<file path="src/rtl/muldiv_pkg.sv">
// Shared encodings for the sequential multiply/divide unit.
package muldiv_pkg;

  localparam int DEFAULT_WIDTH = 32;

  localparam logic OP_MUL = 1'b0;
  localparam logic OP_DIV = 1'b1;

  typedef enum logic [1:0] {
    IDLE = 2'd0,
    RUN  = 2'd1,
    DONE = 2'd2
  } state_e;

endpackage

</file>
<file path="src/rtl/muldiv_ctrl.sv">
// Sequencer for seq_muldiv: three-state FSM plus iteration counter.
//
//   state | meaning
//   ------+-------------------------------------------------------------
//   IDLE  | waiting for start; operands are captured on the start edge
//   RUN   | one shift-add / restoring-divide iteration per edge
//   DONE  | results valid, one-cycle done/load pulse, then back to IDLE
module muldiv_ctrl
  import muldiv_pkg::*;
#(
  parameter int WIDTH = DEFAULT_WIDTH,
  parameter int CNT_W = 6
) (
  input  logic clk,
  input  logic reset,
  input  logic start,
  input  logic div_zero,
  output logic busy,
  output logic done,
  output logic iter_en,
  output logic last_iter,
  output logic load,
  output logic load_dbz
);

  state_e             state, state_nxt;
  logic [CNT_W-1:0]   cnt, cnt_nxt;

  // State and counter registers.
  always_ff @(posedge clk) begin
    if (reset) begin
      state <= IDLE;
      cnt   <= '0;
    end else begin
      state <= state_nxt;
      cnt   <= cnt_nxt;
    end
  end

  // Next-state, counter update and strobes.
  always_comb begin
    state_nxt = state;
    cnt_nxt   = cnt;
    busy      = 1'b0;
    done      = 1'b0;
    iter_en   = 1'b0;
    last_iter = 1'b0;
    load      = 1'b0;
    load_dbz  = 1'b0;
    case (state)
      IDLE: begin
        if (start) begin
          cnt_nxt = '0;
          // A zero divisor skips the iterations entirely.
          if (div_zero) begin
            load_dbz  = 1'b1;
            state_nxt = DONE;
          end else begin
            load      = 1'b1;
            state_nxt = RUN;
          end
        end
      end
      RUN: begin
        busy    = 1'b1;
        iter_en = 1'b1;
        cnt_nxt = cnt + CNT_W'(1);
        if (cnt == CNT_W'(WIDTH - 1)) begin
          last_iter = 1'b1;
          state_nxt = DONE;
        end
      end
      DONE: begin
        busy      = 1'b1;
        done      = 1'b1;
        state_nxt = IDLE;
      end
      default: state_nxt = IDLE;
    endcase
  end

endmodule

</file>
<file path="src/rtl/seq_muldiv.sv">
// Iterative unsigned multiply/divide feeding the HI/LO result registers.
module seq_muldiv
  import muldiv_pkg::*;
#(
  parameter int WIDTH = DEFAULT_WIDTH,
  parameter int CNT_W = 6
) (
  input  logic             clk,
  input  logic             reset,
  input  logic             start,
  input  logic             op,
  input  logic [WIDTH-1:0] a,
  input  logic [WIDTH-1:0] b,
  output logic             busy,
  output logic             done,
  output logic             hi_ld,
  output logic             lo_ld,
  output logic [WIDTH-1:0] hi_out,
  output logic [WIDTH-1:0] lo_out,
  output logic             div_by_zero
);

  logic             div_zero, iter_en, last_iter, load, load_dbz;
  logic             op_reg;
  logic [WIDTH-1:0] opnd, acc_hi, acc_lo, hi_nxt, lo_nxt;
  logic [WIDTH:0]   mul_sum, div_trial, div_diff;

  assign div_zero = (op == OP_DIV) && (b == '0);

  muldiv_ctrl #(
    .WIDTH (WIDTH),
    .CNT_W (CNT_W)
  ) u_ctrl (
    .clk       (clk),
    .reset     (reset),
    .start     (start),
    .div_zero  (div_zero),
    .busy      (busy),
    .done      (done),
    .iter_en   (iter_en),
    .last_iter (last_iter),
    .load      (load),
    .load_dbz  (load_dbz)
  );

  assign hi_ld = done;
  assign lo_ld = done;

  // One iteration of shift-add multiply or restoring divide.
  // acc_hi holds the upper product half / partial remainder,
  // acc_lo holds the multiplier being shifted out / quotient being shifted in.
  always_comb begin
    mul_sum   = {1'b0, acc_hi} + {1'b0, (acc_lo[0] ? opnd : '0)};
    div_trial = {acc_hi, acc_lo[WIDTH-1]};
    div_diff  = div_trial - {1'b0, opnd};
    if (op_reg == OP_DIV) begin
      if (!div_diff[WIDTH]) begin
        hi_nxt = div_diff[WIDTH-1:0];
        lo_nxt = {acc_lo[WIDTH-2:0], 1'b1};
      end else begin
        hi_nxt = div_trial[WIDTH-1:0];
        lo_nxt = {acc_lo[WIDTH-2:0], 1'b0};
      end
    end else begin
      hi_nxt = mul_sum[WIDTH:1];
      lo_nxt = {mul_sum[0], acc_lo[WIDTH-1:1]};
    end
  end

  // Operand capture and iteration accumulator.
  always_ff @(posedge clk) begin
    if (reset) begin
      op_reg <= OP_MUL;
      opnd   <= '0;
      acc_hi <= '0;
      acc_lo <= '0;
    end else if (load) begin
      op_reg <= op;
      opnd   <= (op == OP_DIV) ? b : a;
      acc_hi <= '0;
      acc_lo <= (op == OP_DIV) ? a : b;
    end else if (iter_en) begin
      acc_hi <= hi_nxt;
      acc_lo <= lo_nxt;
    end
  end

  // Result registers: updated on entry to DONE, held otherwise.
  always_ff @(posedge clk) begin
    if (reset) begin
      hi_out      <= '0;
      lo_out      <= '0;
      div_by_zero <= 1'b0;
    end else if (load_dbz) begin
      hi_out      <= a;
      lo_out      <= '1;
      div_by_zero <= 1'b1;
    end else if (last_iter) begin
      hi_out      <= hi_nxt;
      lo_out      <= lo_nxt;
      div_by_zero <= 1'b0;
    end
  end

endmodule

</file>
<file path="config.mk">
export PLATFORM = sky130hd
export DESIGN_NAME = seq_muldiv
export DESIGN_NICKNAME = d
export VERILOG_FILES = /design/src/rtl/muldiv_pkg.sv /design/src/rtl/muldiv_ctrl.sv /design/src/rtl/seq_muldiv.sv
export SDC_FILE = /design/constraint.sdc
export NUM_CORES = 1
export LEC_CHECK = 0
export BUFFER_PORTS_ARGS = -buffer_cell sky130_fd_sc_hd__buf_4
export CAP_MARGIN = 20
export CELL_PAD_IN_SITES_DETAIL_PLACEMENT = 1
export CELL_PAD_IN_SITES_GLOBAL_PLACEMENT = 1
export CORE_UTILIZATION = 48
export DETAILED_ROUTE_END_ITERATION = 10
export GPL_TIMING_DRIVEN = 0
export PLACE_DENSITY_LB_ADDON = 0.08
export SETUP_SLACK_MARGIN = 0.1
export SKIP_LAST_GASP = 1
export SLEW_MARGIN = 25
export SYNTH_ARGS = -nofsm -noshare
export SYNTH_HDL_FRONTEND = slang
export SYNTH_SLANG_ARGS = --single-unit
</file>
<file path="constraint.sdc">
create_clock -name clk -period 5.3 [get_ports clk]
set_input_delay 0.53 -clock clk [delete_from_list [all_inputs] [get_ports clk]]
set_output_delay 0.53 -clock clk [all_outputs]
set_load 0.1 [all_outputs]
</file>
==> summary.txt, run 1 <==
Status
  – Status: finished, final reports clean

Timing
  – Post-route minimum period: 4320 ps
  – # setup viols final: 0
  – F_max: 0.231 GHz
  – Rel. slew slack: 28.7%
  – Worst Tran Pin Value: 1060 ps
  – Tcrit/Tclk final: 81.6%
  – RSZ-0062 raised after global routing: false
  – Final hold vios: 0
  – TNS Setup: 0 ps
  – Min Hold Slack: 347 ps
  – Fin. max-slew vios: 0
  – Layout Skew: 11.4 ps

Placed design
  – Port bufs: 136
  – Dpl cells: 2019
  – Post-DP HPWL: 39.0 mm
  – RePlAce Congestion: 0.959
  – Post-DP Area: 13600 µm²

Critical path
  – Worst setup EP type: flip-flop
  – Critical path arrival: 4620 ps
  – Crit path launch type: flip-flop
  – Worst Path Required: 5600 ps
  – Crit Path Max Fanout: 10
  – CP Class: flip-flop to flip-flop

Floorplan
  – Row cnt: 57
  – Die Wd: 161 µm
  – Die ar.: 25900 µm²
  – Die height: 161 µm
  – I/O Pins: 137
  – Initial Util: 49.5%
  – Core footprint: 24500 µm²

Drt
  – Post-detailed-route wirelength per cell: 24.0 µm
  – Initial DRC count: 990
  – WL final: 49.1 mm
  – DRC Markers: 0
  – 1st-pass router iterations: 5
  – Via/cell ratio: 6.23
  – Routed vias: 12.8k
  – Final ANT Viol Nets: 0

Global route
  – Vias in the first global route: 13.0k
  – First-pass GRT wire length: 74.5 mm
  – Total global routing overflow: 0
  – Total track usage: 37.5%
  – Initial antenna violation count: 0
  – Largest net degree at the start of global routing: 19

Synthesis
  – Mapped Area: 12100 µm²
  – Cell count after synthesis: 1559
  – Synth Area per Inst: 7.79 µm²
  – Synth unique cells: 73
  – Post-synth net total: 1697
  – Primary FF master, synth: dfxtp_1
  – Post-synth EDFFs: 0
  – Sequential area share after synthesis: 28.0%
  – Seq cells post-synth: 170
  – FFs w/ async S/R, synth: 0%
  – YS warnings: 0

Clock tree
  – Clk pin slew, worst setup/hold paths: 70 ps
  – CTS Root Cell: clkbuf_16
  – Clk Latency, worst-skew pair: 440 ps
  – CTS Hold Bufs: 0
  – Clock Path Buffers: 2
  – TritonCTS clock tree: done
  – H-tree Lvls: 4
  – Post-CTS Setup Bufs: 0
  – Clk sink count: 170
  – CTS buffer count: 17
  – Cts repair resizes: 0

Layout
  – Layout cells sized above 1: 14.7%
  – Non-Filler Instances: 2051
  – Area Overhead vs Synth: 16.6%
  – Most frequent cells in the layout: 196 x nor2_1, 174 x a21oi_1, 170 x dfxtp_1
  – N_diodes: 0
  – Layout Utilization: 57.7%
  – Most common cell after layout, fill and taps aside: nor2_1
  – Final #Nets: 1852
  – Fin area: 14200 µm²

Pwr
  – Int Pwr: 0.00260 W
  – Static Leak: 5.78 nW
  – Maximum vdd drop: 0.235 mV
  – NetSw: 0.00174 W
  – Net Sw Frac: 40.1%
  – P per Cell Area: 306 nW/µm²
  – Comb power frac: 37.1%
  – Clock share of power: 28.8%
  – Seq pwr share: 34.1%

Flow run
  – Max-cap violation count: 0

Min path
  – Hold crit path type: input pin to flip-flop
==> synthesized netlist by cell type, types with 10 or more instances <==
cell      instances  share of area [%]
and2_1           35                1.8
nor3_1           15               0.62
nand2b_1         11               0.57
mux2_2           55                5.1
a211oi_1         88                5.4
clkbuf_1         90                2.8
inv_1            48                1.5
a31oi_1          15               0.77
xnor2_1          36                2.6
nand2_1         114                3.5
a21oi_1         174                7.2
dfxtp_1         170                 28
o21ai_0         111                4.6
nor4_1           13               0.67
xor2_1           21                1.5
o211ai_1         21                1.3
nand3_1          24               0.99
a21o_1           30                1.9
nor2_1          196                6.1
ha_1             68                7.0
mux2i_1          76                6.3
o21bai_1         10               0.62
==> through the flow <==
stage               setup WS, ps  power (W)
floorplan                   2120    0.00255
global placement            1110    0.00301
detailed placement          1070    0.00306
CTS                         1010    0.00430
global route                 781    0.00451
finish                       977    0.00433
==> final timing paths <==
| path | from | to | slack (ps) | depth (start not counted) |
|---|---|---|---|---|
| worst max-delay path | acc_lo[31] | hi_out[5] | 980 | 14 |
| worst min-delay path | a[19] | hi_out[19] | 350 | 3 |
| worst max register to register | acc_lo[31] | hi_out[5] | 980 | 14 |
| worst min register to register | div_by_zero | div_by_zero | 510 | 2 |
==> power by group through the flow <==
stage | Clock (W) | Sequential, W | Combinational (W)
2_1_floorplan | 0 | 0.00144 | 0.00111
3_3_place_gp | 0 | 0.00149 | 0.00151
3_5_place_dp | 0 | 0.00150 | 0.00156
4_1_cts | 0.00125 | 0.00147 | 0.00158
5_1_grt | 0.00130 | 0.00148 | 0.00173
6_report | 0.00125 | 0.00148 | 0.00161
==> worst max-delay path, cell delays in order (launching register included) <==
cell and delay [ps]:
dfxtp_1 530, inv_1 90, ha_1 240, fa_1 420
nand2b_1 190, a21o_1 190, a31o_1 250, o21ai_4 260
a21oi_2 150, o31ai_4 260, xor2_2 370, buf_4 320
mux2_2 400, a21oi_1 330, o21ai_0 180
==> per-layer routing <==
metal,up-vias,global-route usage (%),share of wire (%),wire length [µm]
met5,-,0,0,0
li1,5935,-,-,-
met2,544,62.5,46,22700
met3,140,5.47,7.5,3700
met4,0,16.5,4.3,2130
met1,6150,48.2,42,20600
==> kinds of logic after synthesis <==
logic type | count (synthesis) | synth area share [%]
xor gates and xnor gates | 58 | 4.25
AOI/OAI and AO/OA | 513 | 26.4
and+or+nand+nor | 455 | 16.9
DFF | 170 | 28.0
adders and majority gates | 70 | 7.34
buffers and inverters | 162 | 5.75
muxes | 131 | 11.4
==> area by class of cell <==
class,instances,area [µm²]
multi-input combinational,1227,8040
tap,324,405
sequential,170,3400
buffer,111,507
fill,3124,10400
clock buffer,18,429
clock inverter,14,156
inverter,51,191
timing repair buffer,136,1020
Note: power is estimated with default switching activity, not from simulation.
==> run 2: changes to the inputs <==
CORE_UTILIZATION = 44   (was 48)
clock period = 4.29 ns   (was 5.3 ns; I/O delays follow)
==> run 2 against run 1 <==
Via count shrank 1.4%. Sequential cell count is the same. Die area grew 9.0%. Clock skew grew 5.0 ps. Wire length grew 1.1%. Count of clock-buffer cells in the layout shrank 1. Register-to-register slack lost 880 ps. Worst hold slack lost 94 ps. Sequential share of layout area shrank 0.079 points. Critical path type unchanged. Setup slack lost 880 ps. Global-route usage shrank 2.4 points. Non-clock buffer count grew 2. Largest cell class unchanged.
==> summary.txt, run 2 (synthesized netlist as in run 1, its figures left out) <==
Status
  – Status: finished, final reports clean

Critical path
  – CP Class: flip-flop to flip-flop
  – CP max stage cell: dfxtp_4
  – Worst setup path start: acc_lo[31]
  – Crit Path Max Fanout: 10 (unchanged)
  – Critical path, cell by cell: inv_1, ha_1, fa_1, nand2b_1, a21o_1, a31o_1, o21ai_4, a21oi_2, o31ai_4, xor2_4, buf_8, buf_8, mux2_2, o211ai_1, a21oi_1
  – Worst stage delay on the critical path: 420 ps (-110 ps)
  – Worst setup EP type: flip-flop
  – Crit Reg-Reg Startpoint: acc_lo[31]
  – Crit path launch type: flip-flop
  – Most common cell on crit path: buf_8
  – Critical path arrival: 4510 ps (-110 ps)
  – Reg2Reg Setup Slack: 100 ps (-880 ps)
  – Worst Path Required: 4600 ps (-1000 ps)

Pwr
  – Net Sw Frac: 40.4% (+0.25 points)
  – Clock share of power: 28.9% (about the same)
  – Maximum vdd drop: 0.220 mV (-6.2%)
  – P per Cell Area: 379 nW/µm² (+24%)
  – Seq pwr share: 33.9% (-0.2 points)
  – NetSw: 0.00217 W (+25%)
  – Static Leak: 5.80 nW (+0.28%)
  – Comb power frac: 37.2% (about the same)
  – Int Pwr: 0.00321 W (+24%)

Drt
  – Initial DRC count: 938 (-5.3%)
  – Final ANT Viol Nets: 0 (unchanged)
  – Via/cell ratio: 6.09 (-2.3%)
  – Routed vias: 12.6k (-1.4%)
  – DRC Markers: 0 (unchanged)
  – 1st-pass router iterations: 5 (unchanged)
  – WL final: 49.7 mm (+1.1%)
  – Post-detailed-route wirelength per cell: 24.0 µm (+0.21%)

Clock tree
  – Clk Latency, worst-skew pair: 450 ps (about the same)
  – H-tree Lvls: 4 (unchanged)
  – CTS buffer count: 17 (unchanged)
  – Clk sink count: 170 (unchanged)
  – TritonCTS clock tree: done
  – CTS Root Cell: clkbuf_16
  – Clk pin slew, worst setup/hold paths: 70 ps (about the same)
  – CTS Hold Bufs: 0 (unchanged)
  – Clock Path Buffers: 2 (unchanged)

Layout
  – Fin area: 14200 µm² (+0.44%)
  – Area Overhead vs Synth: 17.1%
  – Most common cell after layout, fill and taps aside: nor2_1
  – Multi-input logic area: 8060 µm² (+0.28%)
  – Final #Nets: 1854 (+0.11%)
  – Layout cells sized above 1: 15.0% (+0.28 points)
  – Most frequent cells in the layout: 196 x nor2_1, 173 x a21oi_1, 169 x dfxtp_1
  – Layout fillers: 3325 (+6.4%)
  – N_diodes: 0 (unchanged)
  – Reg area: 3410 µm² (+0.11%)

Placed design
  – RePlAce Congestion: 0.935 (-2.5%)
  – Port bufs: 136 (unchanged)
  – Post-DP HPWL: 39.7 mm (+1.9%)
  – Post-DP Area: 13600 µm² (+0.24%)

Timing
  – F_max: 0.238 GHz (+3.1%)
  – Post-route minimum period: 4190 ps (-129 ps)
  – Rel. slew slack: 37.8% (+9.2 points)
  – Worst Tran Pin Value: 924 ps (-136 ps)
  – # setup viols final: 0 (unchanged)
  – Min Hold Slack: 253 ps (-93.6 ps)
  – Fin. max-slew vios: 0 (unchanged)
  – RSZ-0062 raised after global routing: true
  – Tcrit/Tclk final: 97.8% (+16 points)
  – Layout Skew: 16.4 ps (+4.98 ps)
  – Final hold vios: 0 (unchanged)

Global route
  – First-pass GRT wire length: 75.6 mm (+1.4%)
  – Largest net degree at the start of global routing: 19 (unchanged)
  – Total track usage: 35.1% (-2.4 points)
  – Total global routing overflow: 0 (unchanged)
  – Vias in the first global route: 13.1k (+0.22%)
  – Initial antenna violation count: 0 (unchanged)

Flow run
  – Max-cap violation count: 0 (unchanged)

Floorplan
  – Die height: 168 µm (+4.4%)
  – I/O Pins: 137 (unchanged)
  – Die Wd: 168 µm (+4.4%)
  – Initial Util: 44.9% (-4.6 points)
  – Core footprint: 27000 µm² (+10%)
  – Row cnt: 60 (+5.3%)
  – Die ar.: 28300 µm² (+9.0%)

Min path
  – Hold_sp: a[5]
  – Hold crit path type: input pin to flip-flop
run 2: worst max-delay path: cells and delay by family, from the launching register on:
family | cells | cell delay (ps)
buffers and inverters | 3 | 440
AOI/OAI and AO/OA | 7 | 1690
xor gates and xnor gates | 1 | 300
muxes | 1 | 360
and+or+nand+nor | 1 | 190
adders and majority gates | 2 | 650
DFF | 1 | 420
run 2: timing repair:
action | 4_1_cts | 5_1_grt
endpoints found under the setup margin | 18 | 8
buffers inserted | 0 | 1
hold endpoints to repair | 0 | 0
pin swaps | 0 | 3
gates resized for setup | 7 | 4
run 2: power by group through the flow:
stage	sequential (W)	clock [W]	combinational (W)
6_report	0.00183	0.00156	0.00200
3_3_place_gp	0.00185	0	0.00190
4_1_cts	0.00182	0.00156	0.00197
2_1_floorplan	0.00178	0	0.00137
3_5_place_dp	0.00185	0	0.00194
5_1_grt	0.00183	0.00162	0.00217
run 2: final timing paths:
kind,to,cells past startpoint
setup / recovery,hi_out[17],15
hold / removal,hi_out[5],3
setup reg to reg,hi_out[17],15
hold reg to reg,div_by_zero,2
run 2: metrics by stage:
step                setup slack [ps]  utilization (%)  std cells  TNS [ps]  power [W]
floorplan                       1110                -       1559         0    0.00316
global placement                2.34             50.3       2036         0    0.00375
detailed placement             -19.6             50.3       2037     -24.3    0.00379
CTS                              152             52.5       2068         0    0.00534
global route                    83.2             52.6       2069         0    0.00562
finish                          95.7             52.6       2069         0    0.00539
run 2: area by class of cell:
cell class              instances  area share, %
inverters                      51           1.35
repair buffers                138           7.31
clock inverters                14           1.07
clock buffers                  17           2.99
well taps                     341           3.00
multi-input cells            1227           56.7
plain buffers                 111           3.59
flip-flops and latches        170           24.0
run 2: metal layers:
| metal | share of wire, % | track usage (%) | wire, µm | vias to the layer above |
|---|---|---|---|---|
| met1 | 45 | 45.6 | 22200 | 6171 |
| met3 | 5.2 | 4.35 | 2610 | 110 |
| li1 | - | - | - | 5923 |
| met2 | 46 | 58.7 | 22900 | 386 |
| met4 | 4.0 | 15.2 | 2000 | 0 |
| met5 | 0 | 0 | 0 | - |
==> run 3: changes to the inputs <==
RECOVER_POWER = 25   (was not set)
==> run 3 against run 2 <==
Die area did not move. Sequential share of layout area is 0.38 points higher. Largest cell class unchanged. Register-to-register slack better by 20 ps. Non-clock buffer count unchanged. Worst hold slack improved by 2.9 ps. Wire length shrank 0.31%. Final area decreased by 1.6%. Clock skew barely moved. Clock power about the same. Count of clock-buffer cells in the layout did not move. Maximum frequency rose by 0.49%. Via count barely moved. Critical path type unchanged. Critical endpoint is now hi_out[25].
==> summary.txt, run 3 (synthesized netlist as in run 1, its figures left out) <==
Status
  – Status: finished, final reports clean

Clock tree
  – H-tree Lvls: 4 (unchanged)
  – Clk Latency, worst-skew pair: 450 ps (about the same)
  – TritonCTS clock tree: done
  – Clock Path Buffers: 2 (unchanged)
  – CTS Hold Bufs: 0 (unchanged)
  – CTS buffer count: 17 (unchanged)
  – CTS Root Cell: clkbuf_16
  – Clk sink count: 170 (unchanged)
  – Clk pin slew, worst setup/hold paths: 70 ps (about the same)

Layout
  – Most frequent cells in the layout: 196 x nor2_1, 173 x a21oi_1, 169 x dfxtp_1
  – Fin area: 14000 µm² (-1.6%)
  – Most common cell after layout, fill and taps aside: nor2_1
  – Area Overhead vs Synth: 15.3%
  – Layout cells sized above 1: 11.6% (-3.4 points)
  – Layout fillers: 3364 (+1.2%)
  – Final #Nets: 1854 (unchanged)
  – N_diodes: 0 (unchanged)

Floorplan
  – Die Wd: 168 µm (unchanged)
  – Core footprint: 27000 µm² (unchanged)
  – Initial Util: 44.9% (unchanged)
  – Die height: 168 µm (unchanged)
  – Row cnt: 60 (unchanged)
  – I/O Pins: 137 (unchanged)
  – Die ar.: 28300 µm² (unchanged)

Critical path
  – Crit Path Max Fanout: 10 (unchanged)
  – CP Class: flip-flop to flip-flop
  – Crit path launch type: flip-flop
  – Worst setup EP type: flip-flop
  – Critical path arrival: 4480 ps (-30 ps)
  – Worst Path Required: 4600 ps (about the same)

Placed design
  – Placement Setup Slack: -19.6 ps (unchanged)
  – Post-DP Area: 13600 µm² (unchanged)
  – RePlAce Congestion: 0.935 (unchanged)
  – Post-DP HPWL: 39.7 mm (unchanged)
  – Port bufs: 136 (unchanged)

Global route
  – Initial antenna violation count: 0 (unchanged)
  – First-pass GRT wire length: 75.6 mm (unchanged)
  – Total track usage: 35.1% (unchanged)
  – Largest net degree at the start of global routing: 19 (unchanged)
  – Total global routing overflow: 0 (unchanged)
  – Vias in the first global route: 13.1k (unchanged)

Drt
  – 1st-pass router iterations: 5 (unchanged)
  – Initial DRC count: 871 (-7.1%)
  – WL met2: 22.8 mm (-0.48%)
  – Met3 wire len: 2.95 mm (+13%)
  – Top layer in use: met4
  – DRC Markers: 0 (unchanged)
  – Post-detailed-route wirelength per cell: 23.9 µm (-0.31%)
  – WL final: 49.5 mm (-0.31%)
  – Routed vias: 12.6k (-0.087%)
  – Final ANT Viol Nets: 0 (unchanged)
  – M1 wire length: 21.7 mm (-1.9%)
  – Via/cell ratio: 6.08 (about the same)

Flow run
  – Max-cap violation count: 0 (unchanged)

Pwr
  – P per Cell Area: 384 nW/µm² (+1.5%)
  – Static Leak: 5.55 nW (-4.4%)
  – Maximum vdd drop: 0.220 mV (-0.25%)

Timing
  – # setup viols final: 0 (unchanged)
  – Setup WS post-layout: 116 ps (+20.6 ps)
  – Post-route minimum period: 4170 ps (-20.6 ps)
  – Final hold vios: 0 (unchanged)
  – F_max: 0.240 GHz (+0.49%)
  – RSZ-0062 raised after global routing: true
  – Rel. slew slack: 20.3% (-18 points)
  – Min Hold Slack: 256 ps (+2.85 ps)
  – Layout Skew: 16.0 ps (-0.351 ps)
  – Tcrit/Tclk final: 97.3% (-0.48 points)
  – Worst Tran Pin Value: 1200 ps (+277 ps)
  – Fin. max-slew vios: 0 (unchanged)

Min path
  – Hold crit path type: input pin to flip-flop
## run 3: changes by cell type in the layout (fill, tap and decap cells not counted), sizes merged
cell	before	now
buf	154	95
clkbuf	107	166
## run 3: metal layers
metal / vias to the layer above / GRT usage (%)
li1: 5929 / -
met1: 6121 / 45.6
met2: 423 / 58.7
met3: 106 / 4.35
met4: 0 / 15.2
met5: - / 0
## run 3: worst max-delay path, stage by stage (launching register included)
cell and delay [ps]:
dfxtp_4 410, inv_1 60, ha_1 230, fa_1 420, nand2b_1 190, a21o_1 210, a31o_1 250, o21ai_4 230
a21oi_2 150, o31ai_4 350, xor2_4 300, buf_8 200, mux2_2 360, o21ai_0 480, o211ai_1 160
## run 3: cell type report
class | count | area, µm² | share of cell area, %
inverters | 51 | 191 | 1.37
repair buffers | 138 | 818 | 5.85
multi-input cells | 1227 | 8060 | 57.6
flip-flops and latches | 170 | 3410 | 24.3
clock buffers | 17 | 425 | 3.04
plain buffers | 111 | 510 | 3.65
clock inverters | 14 | 153 | 1.09
well taps | 341 | 427 | 3.05
## run 3: path summary, 6_finish.rpt
kind / depth (start not counted) / slack, ps / end / from
min: 3 / 260 / hi_out[5] / a[5]
min reg2reg: 2 / 500 / div_by_zero / div_by_zero
max: 14 / 120 / hi_out[25] / acc_lo[31]
max reg2reg: 14 / 120 / hi_out[25] / acc_lo[31]
## run 3: metrics by stage
stage,utilization [%],power (W),std cells,setup TNS (ps)
after floorplan,-,0.00316,1559,0
after global placement,50.3,0.00375,2036,0
after detailed placement,50.3,0.00379,2037,-24.3
after CTS,52.5,0.00534,2068,0
after global routing,51.8,0.00562,2069,0
final,51.8,0.00538,2069,0
## run 3: repair_timing
action | in CTS | in global routing
buffers inserted | 0 | 1
pin swaps | 0 | 3
gates resized for setup | 7 | 4
endpoints found under the setup margin | 18 | 8
## run 3: power breakdown
part	switching (W)	leakage, nW	internal, W
Combinational	0.00125	3.88	0.000751
Clock	0.000777	0.283	0.000777
Sequential	0.000141	1.39	0.00169
